===== src/rtl/fsm_tbl_pkg.sv =====
// Shared types and constants for the table-driven FSM scheduler.
// Latency: none (definitions only).
// Backpressure: n/a.
// Contents: controller states, table field widths, default table image
// and entry field accessors.
package fsm_tbl_pkg;

    localparam int ST_W   = 3;
    localparam int A_W    = 2;
    localparam int OUT_W  = 3;
    localparam int TBL_AW = ST_W + A_W;
    localparam int TBL_DW = ST_W + OUT_W;
    localparam int TBL_N  = 1 << TBL_AW;

    typedef enum logic [1:0] {
        S_IDLE = 2'd0,
        S_EXEC = 2'd1,
        S_OUT  = 2'd2
    } ctrl_state_t;

    typedef logic [TBL_DW-1:0] tbl_entry_t;

    // Entry = {next[2:0], saida[2:0]}, address = {state[2:0], a[1:0]}.
    localparam tbl_entry_t DEFAULT_TBL [TBL_N] = '{
        0:       6'h08,
        1:       6'h11,
        10:      6'h22,
        18:      6'h3a,
        default: 6'h00
    };

    function automatic logic [ST_W-1:0] ent_next(input tbl_entry_t e);
        return e[TBL_DW-1:OUT_W];
    endfunction

    function automatic logic [OUT_W-1:0] ent_out(input tbl_entry_t e);
        return e[OUT_W-1:0];
    endfunction

endpackage


===== src/rtl/rr_arb.sv =====
// Round-robin arbiter: one-hot grant to the first request after i_ptr, wrapping.
// Latency: combinational.
// Backpressure: none; grant is zero when no request is pending.
// Ports: i_req (NCH requests), i_ptr (last granted channel), o_gnt (one-hot grant).
module rr_arb #(
    parameter int NCH = 2,
    parameter int CW  = 1
) (
    input  logic [NCH-1:0] i_req,
    input  logic [CW-1:0]  i_ptr,
    output logic [NCH-1:0] o_gnt
);

    logic w_found;

    // k walks the search order ptr+1, ptr+2, ...; c is kept a loop constant
    // so every bit select is static.
    always_comb begin
        o_gnt   = '0;
        w_found = 1'b0;
        for (int k = 1; k <= NCH; k++) begin
            for (int c = 0; c < NCH; c++) begin
                if (!w_found && (((int'(i_ptr) + k) % NCH) == c) && i_req[c]) begin
                    o_gnt[c] = 1'b1;
                    w_found  = 1'b1;
                end
            end
        end
    end

endmodule


===== src/rtl/fsm_tbl_sched.sv =====
// Shares one 32x6 transition-table FSM engine between NCH channels, each with its own 3-bit state.
// Latency: grant in T, table step in T+1, o_out_valid from T+2; at most one transaction in flight.
// Backpressure: o_out_valid holds until i_out_ready; no grants (o_req_ready=0) until the result drains.
// Ports: i_req_valid/i_req_a/o_req_ready request side; o_out_* result side with i_out_ready;
//        i_cfg_we/i_cfg_addr/i_cfg_data table write (only taken in idle), o_cfg_busy; i_ctx_clr per-channel clear.
// Build option: define FSM_TBL_DEFAULT_EN to reset-load the table from DEFAULT_TBL; otherwise
//               the table is unreset memory that must be programmed before use.
module fsm_tbl_sched
    import fsm_tbl_pkg::*;
#(
    parameter int NCH = 2,
    parameter int CW  = (NCH > 1) ? $clog2(NCH) : 1
) (
    input  logic               i_clk,
    input  logic               i_rst_n,
    input  logic [NCH-1:0]     i_req_valid,
    input  logic [2*NCH-1:0]   i_req_a,
    output logic [NCH-1:0]     o_req_ready,
    output logic               o_out_valid,
    input  logic               i_out_ready,
    output logic [CW-1:0]      o_out_ch,
    output logic [OUT_W-1:0]   o_out_saida,
    output logic [ST_W-1:0]    o_out_state,
    input  logic               i_cfg_we,
    input  logic [TBL_AW-1:0]  i_cfg_addr,
    input  logic [TBL_DW-1:0]  i_cfg_data,
    output logic               o_cfg_busy,
    input  logic [NCH-1:0]     i_ctx_clr
);

    ctrl_state_t       r_state;
    logic [CW-1:0]     r_rr;
    logic [CW-1:0]     r_ch;
    logic [A_W-1:0]    r_a;
    logic [ST_W-1:0]   r_ctx [NCH];
    tbl_entry_t        r_tbl [TBL_N];
    logic              r_out_valid;
    logic [CW-1:0]     r_out_ch;
    logic [OUT_W-1:0]  r_out_saida;
    logic [ST_W-1:0]   r_out_state;

    logic [NCH-1:0]    w_gnt;
    logic [CW-1:0]     w_gnt_ch;
    logic [A_W-1:0]    w_gnt_a;
    logic              w_idle;
    logic              w_cfg_wr;
    logic [TBL_AW-1:0] w_lu_addr;
    tbl_entry_t        w_lu_dat;
    logic [ST_W-1:0]   w_lu_next;
    logic [OUT_W-1:0]  w_lu_out;

    rr_arb #(.NCH(NCH), .CW(CW)) u_arb (
        .i_req (i_req_valid),
        .i_ptr (r_rr),
        .o_gnt (w_gnt)
    );

    always_comb begin
        w_gnt_ch = '0;
        w_gnt_a  = '0;
        for (int c = 0; c < NCH; c++) begin
            if (w_gnt[c]) begin
                w_gnt_ch = CW'(c);
                w_gnt_a  = i_req_a[2*c +: 2];
            end
        end
    end

    assign w_idle   = (r_state == S_IDLE);
    // A table write takes the idle cycle, so it also suppresses the grant.
    assign w_cfg_wr = w_idle && i_cfg_we;

    assign o_req_ready = (i_rst_n && w_idle && !i_cfg_we) ? w_gnt : '0;
    assign o_cfg_busy  = !w_idle;

    assign w_lu_addr = {r_ctx[r_ch], r_a};
    assign w_lu_dat  = r_tbl[w_lu_addr];
    assign w_lu_next = ent_next(w_lu_dat);
    assign w_lu_out  = ent_out(w_lu_dat);

    assign o_out_valid = r_out_valid;
    assign o_out_ch    = r_out_ch;
    assign o_out_saida = r_out_saida;
    assign o_out_state = r_out_state;

    always_ff @(posedge i_clk or negedge i_rst_n) begin
        if (!i_rst_n) begin
            r_state     <= S_IDLE;
            r_rr        <= CW'(NCH - 1);
            r_ch        <= '0;
            r_a         <= '0;
            r_out_valid <= 1'b0;
            r_out_ch    <= '0;
            r_out_saida <= '0;
            r_out_state <= '0;
            for (int i = 0; i < NCH; i++) begin
                r_ctx[i] <= '0;
            end
        end else begin
            case (r_state)
                S_IDLE: begin
                    if (!i_cfg_we && (|i_req_valid)) begin
                        r_ch    <= w_gnt_ch;
                        r_a     <= w_gnt_a;
                        r_rr    <= w_gnt_ch;
                        r_state <= S_EXEC;
                    end
                end
                S_EXEC: begin
                    r_out_ch    <= r_ch;
                    r_out_saida <= w_lu_out;
                    r_out_state <= w_lu_next;
                    r_out_valid <= 1'b1;
                    r_state     <= S_OUT;
                end
                S_OUT: begin
                    if (i_out_ready) begin
                        r_out_valid <= 1'b0;
                        r_state     <= S_IDLE;
                    end
                end
                default: begin
                    r_state <= S_IDLE;
                end
            endcase

            // Clear beats the writeback of the channel in flight; out_state
            // above still reports the looked-up next state.
            for (int i = 0; i < NCH; i++) begin
                if (i_ctx_clr[i]) begin
                    r_ctx[i] <= '0;
                end else if ((r_state == S_EXEC) && (r_ch == CW'(i))) begin
                    r_ctx[i] <= w_lu_next;
                end
            end
        end
    end

`ifdef FSM_TBL_DEFAULT_EN
    always_ff @(posedge i_clk or negedge i_rst_n) begin
        if (!i_rst_n) begin
            r_tbl <= DEFAULT_TBL;
        end else if (w_cfg_wr) begin
            r_tbl[i_cfg_addr] <= i_cfg_data;
        end
    end
`else
    always_ff @(posedge i_clk) begin
        if (w_cfg_wr) begin
            r_tbl[i_cfg_addr] <= i_cfg_data;
        end
    end
`endif

endmodule


===== config.mk =====
export PLATFORM = sky130hd
export DESIGN_NAME = fsm_tbl_sched
export DESIGN_NICKNAME = d
export VERILOG_FILES = /design/src/rtl/fsm_tbl_pkg.sv /design/src/rtl/rr_arb.sv /design/src/rtl/fsm_tbl_sched.sv
export SDC_FILE = /design/constraint.sdc
export NUM_CORES = 1
export LEC_CHECK = 0
export ABC_AREA = 1
export CAP_MARGIN = 10
export CORE_ASPECT_RATIO = 0.6
export CORE_MARGIN = 1
export CORE_UTILIZATION = 56
export DETAILED_ROUTE_END_ITERATION = 10
export GPL_TIMING_DRIVEN = 0
export PLACE_DENSITY = 0.76
export SYNTH_ARGS = -nofsm -noshare
export SYNTH_HDL_FRONTEND = slang
export SYNTH_SLANG_ARGS = --single-unit

===== constraint.sdc =====
create_clock -name i_clk -period 1.86 [get_ports i_clk]
set_input_delay 0.186 -clock i_clk [delete_from_list [all_inputs] [get_ports i_clk]]
set_output_delay 0.186 -clock i_clk [all_outputs]
set_load 0.03 [all_outputs]

==> impl_metrics.tcl <==
set metrics [dict create \
    fin_ws_ps -57.3 \
    ys_ff_latch 212 \
    grtUsageTotal 0.292 \
    yosys-top-cells-count "nand2_1, edfxtp_1, nand3_1, nor2_1, inv_1" \
    yosysWarningCount 0 \
    antenna_found_initial 0 \
    synth.distinct_cells 24 \
    hold_viol 0 \
    first_pass_iters 5 \
    power_frac_seq 0.394 \
    status "finished, violations left" \
    crit_family "simple AND/OR/NAND/NOR gates" \
    dp_slack_ps -684 \
    finalNonFillerCells 1078 \
    max_freq_mhz 522 \
    core-area_um2 15500 \
    placed_cells 1028 \
    synth_flop_cell "edfxtp_1" \
    port_buffers 33 \
    synth_top_area_share 0.648 \
    slowest_delay_ps 410 \
    gp_congestion 0.891 \
    whs_ps 309 \
    synthCells 792 \
    crit_type "reg2out" \
    reg2reg_to "o_out_saida[2]$_DFFE_PN0N_" \
    tightest_slew_ps 1240 \
    hold_depth 2 \
    leakage_nw 4.01 \
    rsz0062_at_grt "true" \
    setup.worst_path.end "o_req_ready[1]" \
    violations "negative setup slack" \
    endpoint_kind "output pin" \
    wl_per_cell_um 21.9 \
    worstPathBufferInverterCount 2 \
    layout.nets 886 \
    drt_iter0_drc 857 \
    finalPower_w 0.0139 \
    yosysMostFrequentCell "nand2_1" \
    cts_buffers 19 \
    r2r_setup_slack_ps 80 \
    hold_class "in2reg" \
    cts_root_buf "clkbuf_16" \
    synth.area.top_cells "edfxtp_1, nand2_1, nand3_1" \
    drive_gt1_frac 0.174 \
    fin_crit_ps 1920 \
    drv_cap 0 \
    vias 6435 \
    grt_max_degree 33 \
    path_depth 6 \
    crit_path_start "r_state[1]$_DFFE_PN0P_" \
    cts_tree "done" \
    crit_arrival_ps 1730 \
    startpoint_type "flop" \
    slew_violations 0 \
    cts.clk_slew.worst_paths_ps 70 \
    die_w_um 165 \
    finalSetupViolCount 2 \
    rr_startpoint "r_a[1]$_DFFE_PN0P_" \
    area_delta_synth_final_pct 20.6 \
    clock_latency_ps 490 \
    rows 35 \
    rr_worst_depth 9 \
    yosysSeqAreaShare 0.704 \
    ant_nets 0 \
    drc 0 \
    io_pins 34 \
    swShare 0.360 \
    htree_levels 1 \
    synth_nets 815 \
    p_int_w 0.00892 \
    async_flop_share 0.0943 \
    grt_overflow 0 \
    yosys.area.top_type "edfxtp_1" \
    hpwlAfterDp_mm 15.4 \
    stdcell_area_um2 10700 \
    maxSlewHeadroom 0.168 \
    avgSynthCellArea_um2 11.2 \
    die_area_um2 16400 \
    combPwrFrac 0.340 \
    path_max_fanout 5 \
    ir_drop_uv 924 \
    diodes 0 \
    period_share 1.03 \
    viasPerCell 5.97 \
    skew_ps 6.97 \
    required_ps 1670 \
    power_density_nw_per_um2 1300 \
    cts_max_path_buffers 3 \
    start_util 0.576 \
    grt_pass1_wl_mm 34.6 \
    synth_edf_count 192 \
    crit_chain "inv_1 > nand3_2 > nor2_4 > nand3_4 > nor2_1 > buf_4" \
    fp.dieH_um 99.7 \
    cts.sinks 212 \
    slowest_stage "dfrtp_1" \
    wl_mm 23.6 \
    p_switching_w 0.00502 \
    synthesis.area_um2 8900 \
    p_clk_frac 0.265 \
    first_global_vias 6001 \
    place_area_um2 9490 \
]
-- cells in the final DEF, fill, tap and decap left out, types with 2 or more instances in the layout --
| cell type | count |
|---|---|
| nor2_4 | 34 |
| clkbuf_4 | 6 |
| clkinv_2 | 2 |
| nor2_2 | 2 |
| nand4_1 | 2 |
| edfxtp_1 | 192 |
| nand2_1 | 273 |
| nand3_1 | 159 |
| inv_1 | 22 |
| clkdlybuf4s50_1 | 29 |
| buf_12 | 6 |
| buf_4 | 13 |
| clkbuf_1 | 7 |
| nand3_2 | 17 |
| o21ai_0 | 4 |
| buf_8 | 3 |
| buf_6 | 8 |
| dfrtp_1 | 19 |
| nand2_2 | 6 |
| nand3_4 | 5 |
| clkbuf_2 | 5 |
| clkbuf_16 | 22 |
| clkinv_1 | 3 |
| o221ai_1 | 2 |
| inv_2 | 4 |
| nor2_1 | 5 |
| buf_2 | 10 |
-- logic make-up after synthesis --
group,Yosys count,share of synthesized area
AND/OR/NAND/NOR,506,0.249
flip-flops,212,0.704
AO/OA/AOI/OAI,9,0.00759
buffers and inverters,65,0.0399
-- area by class of cell --
class / count / area [µm²]
buffer: 38 / 295
clock inverter: 7 / 58.8
inverter: 27 / 104
clock buffer: 26 / 502
timing repair buffer: 50 / 612
tap: 203 / 254
multi-input combinational: 515 / 2650
fill: 1028 / 4720
sequential: 212 / 6270
-- routing by layer --
layer  track usage  share of wire  wire length, µm  vias to the layer above
li1              -              -                -                     2874
met1         0.445           0.42             9890                     3097
met2         0.405           0.42            10000                      414
met3        0.0976           0.14             3240                       50
met4        0.0692          0.019              447                        0
met5             0              0                0                        -
-- how the worst min path moves through the flow --
stage	from	end	slack, ps
6_report	i_out_ready	r_state[1]$_DFFE_PN0P_	310
4_1_cts	i_out_ready	r_state[1]$_DFFE_PN0P_	300
5_1_grt	i_out_ready	r_state[1]$_DFFE_PN0P_	340
3_5_place_dp	o_out_state[2]$_DFFE_PN0N_	o_out_state[2]$_DFFE_PN0N_	470
3_3_place_gp	o_out_ch$_DFFE_PN0N_	o_out_ch$_DFFE_PN0N_	460
2_1_floorplan	i_rst_n	o_out_ch$_DFFE_PN0N_	-110
-- state kept, by name (all words and copies together), names as in the netlist --
signal / flops
r_tbl: 192
o_out_ch: 1
r_state: 2
r_ctx: 6
r_ch: 1
o_out_saida: 3
o_out_valid: 1
r_a: 2
o_out_state: 3
r_rr: 1
-- per-stage QoR --
step | setup TNS [ps] | utilization
2_1_floorplan | 0 | -
3_3_place_gp | -81990 | 0.614
3_5_place_dp | -102740 | 0.614
4_1_cts | 0 | 0.672
5_1_grt | -449 | 0.695
6_report | -114 | 0.695
-- timing repair --
action / in CTS / in global routing
endpoints found under the setup margin: 206 / 206
buffers inserted: 1 / 9
hold buffers: 2 / 0
pin swaps: 5 / 10
hold endpoints to repair: 19 / 0
gates resized for setup: 98 / 30
-- power by group through the flow --
stage / Sequential (W) / Combinational (W) / Clock [W]
3_5_place_dp: 0.00560 / 0.00420 / 0
5_1_grt: 0.00551 / 0.00507 / 0.00388
3_3_place_gp: 0.00558 / 0.00411 / 0
6_report: 0.00550 / 0.00474 / 0.00370
4_1_cts: 0.00550 / 0.00433 / 0.00370
2_1_floorplan: 0.00572 / 0.00257 / 0
Note: power is estimated with default switching activity, not from simulation.
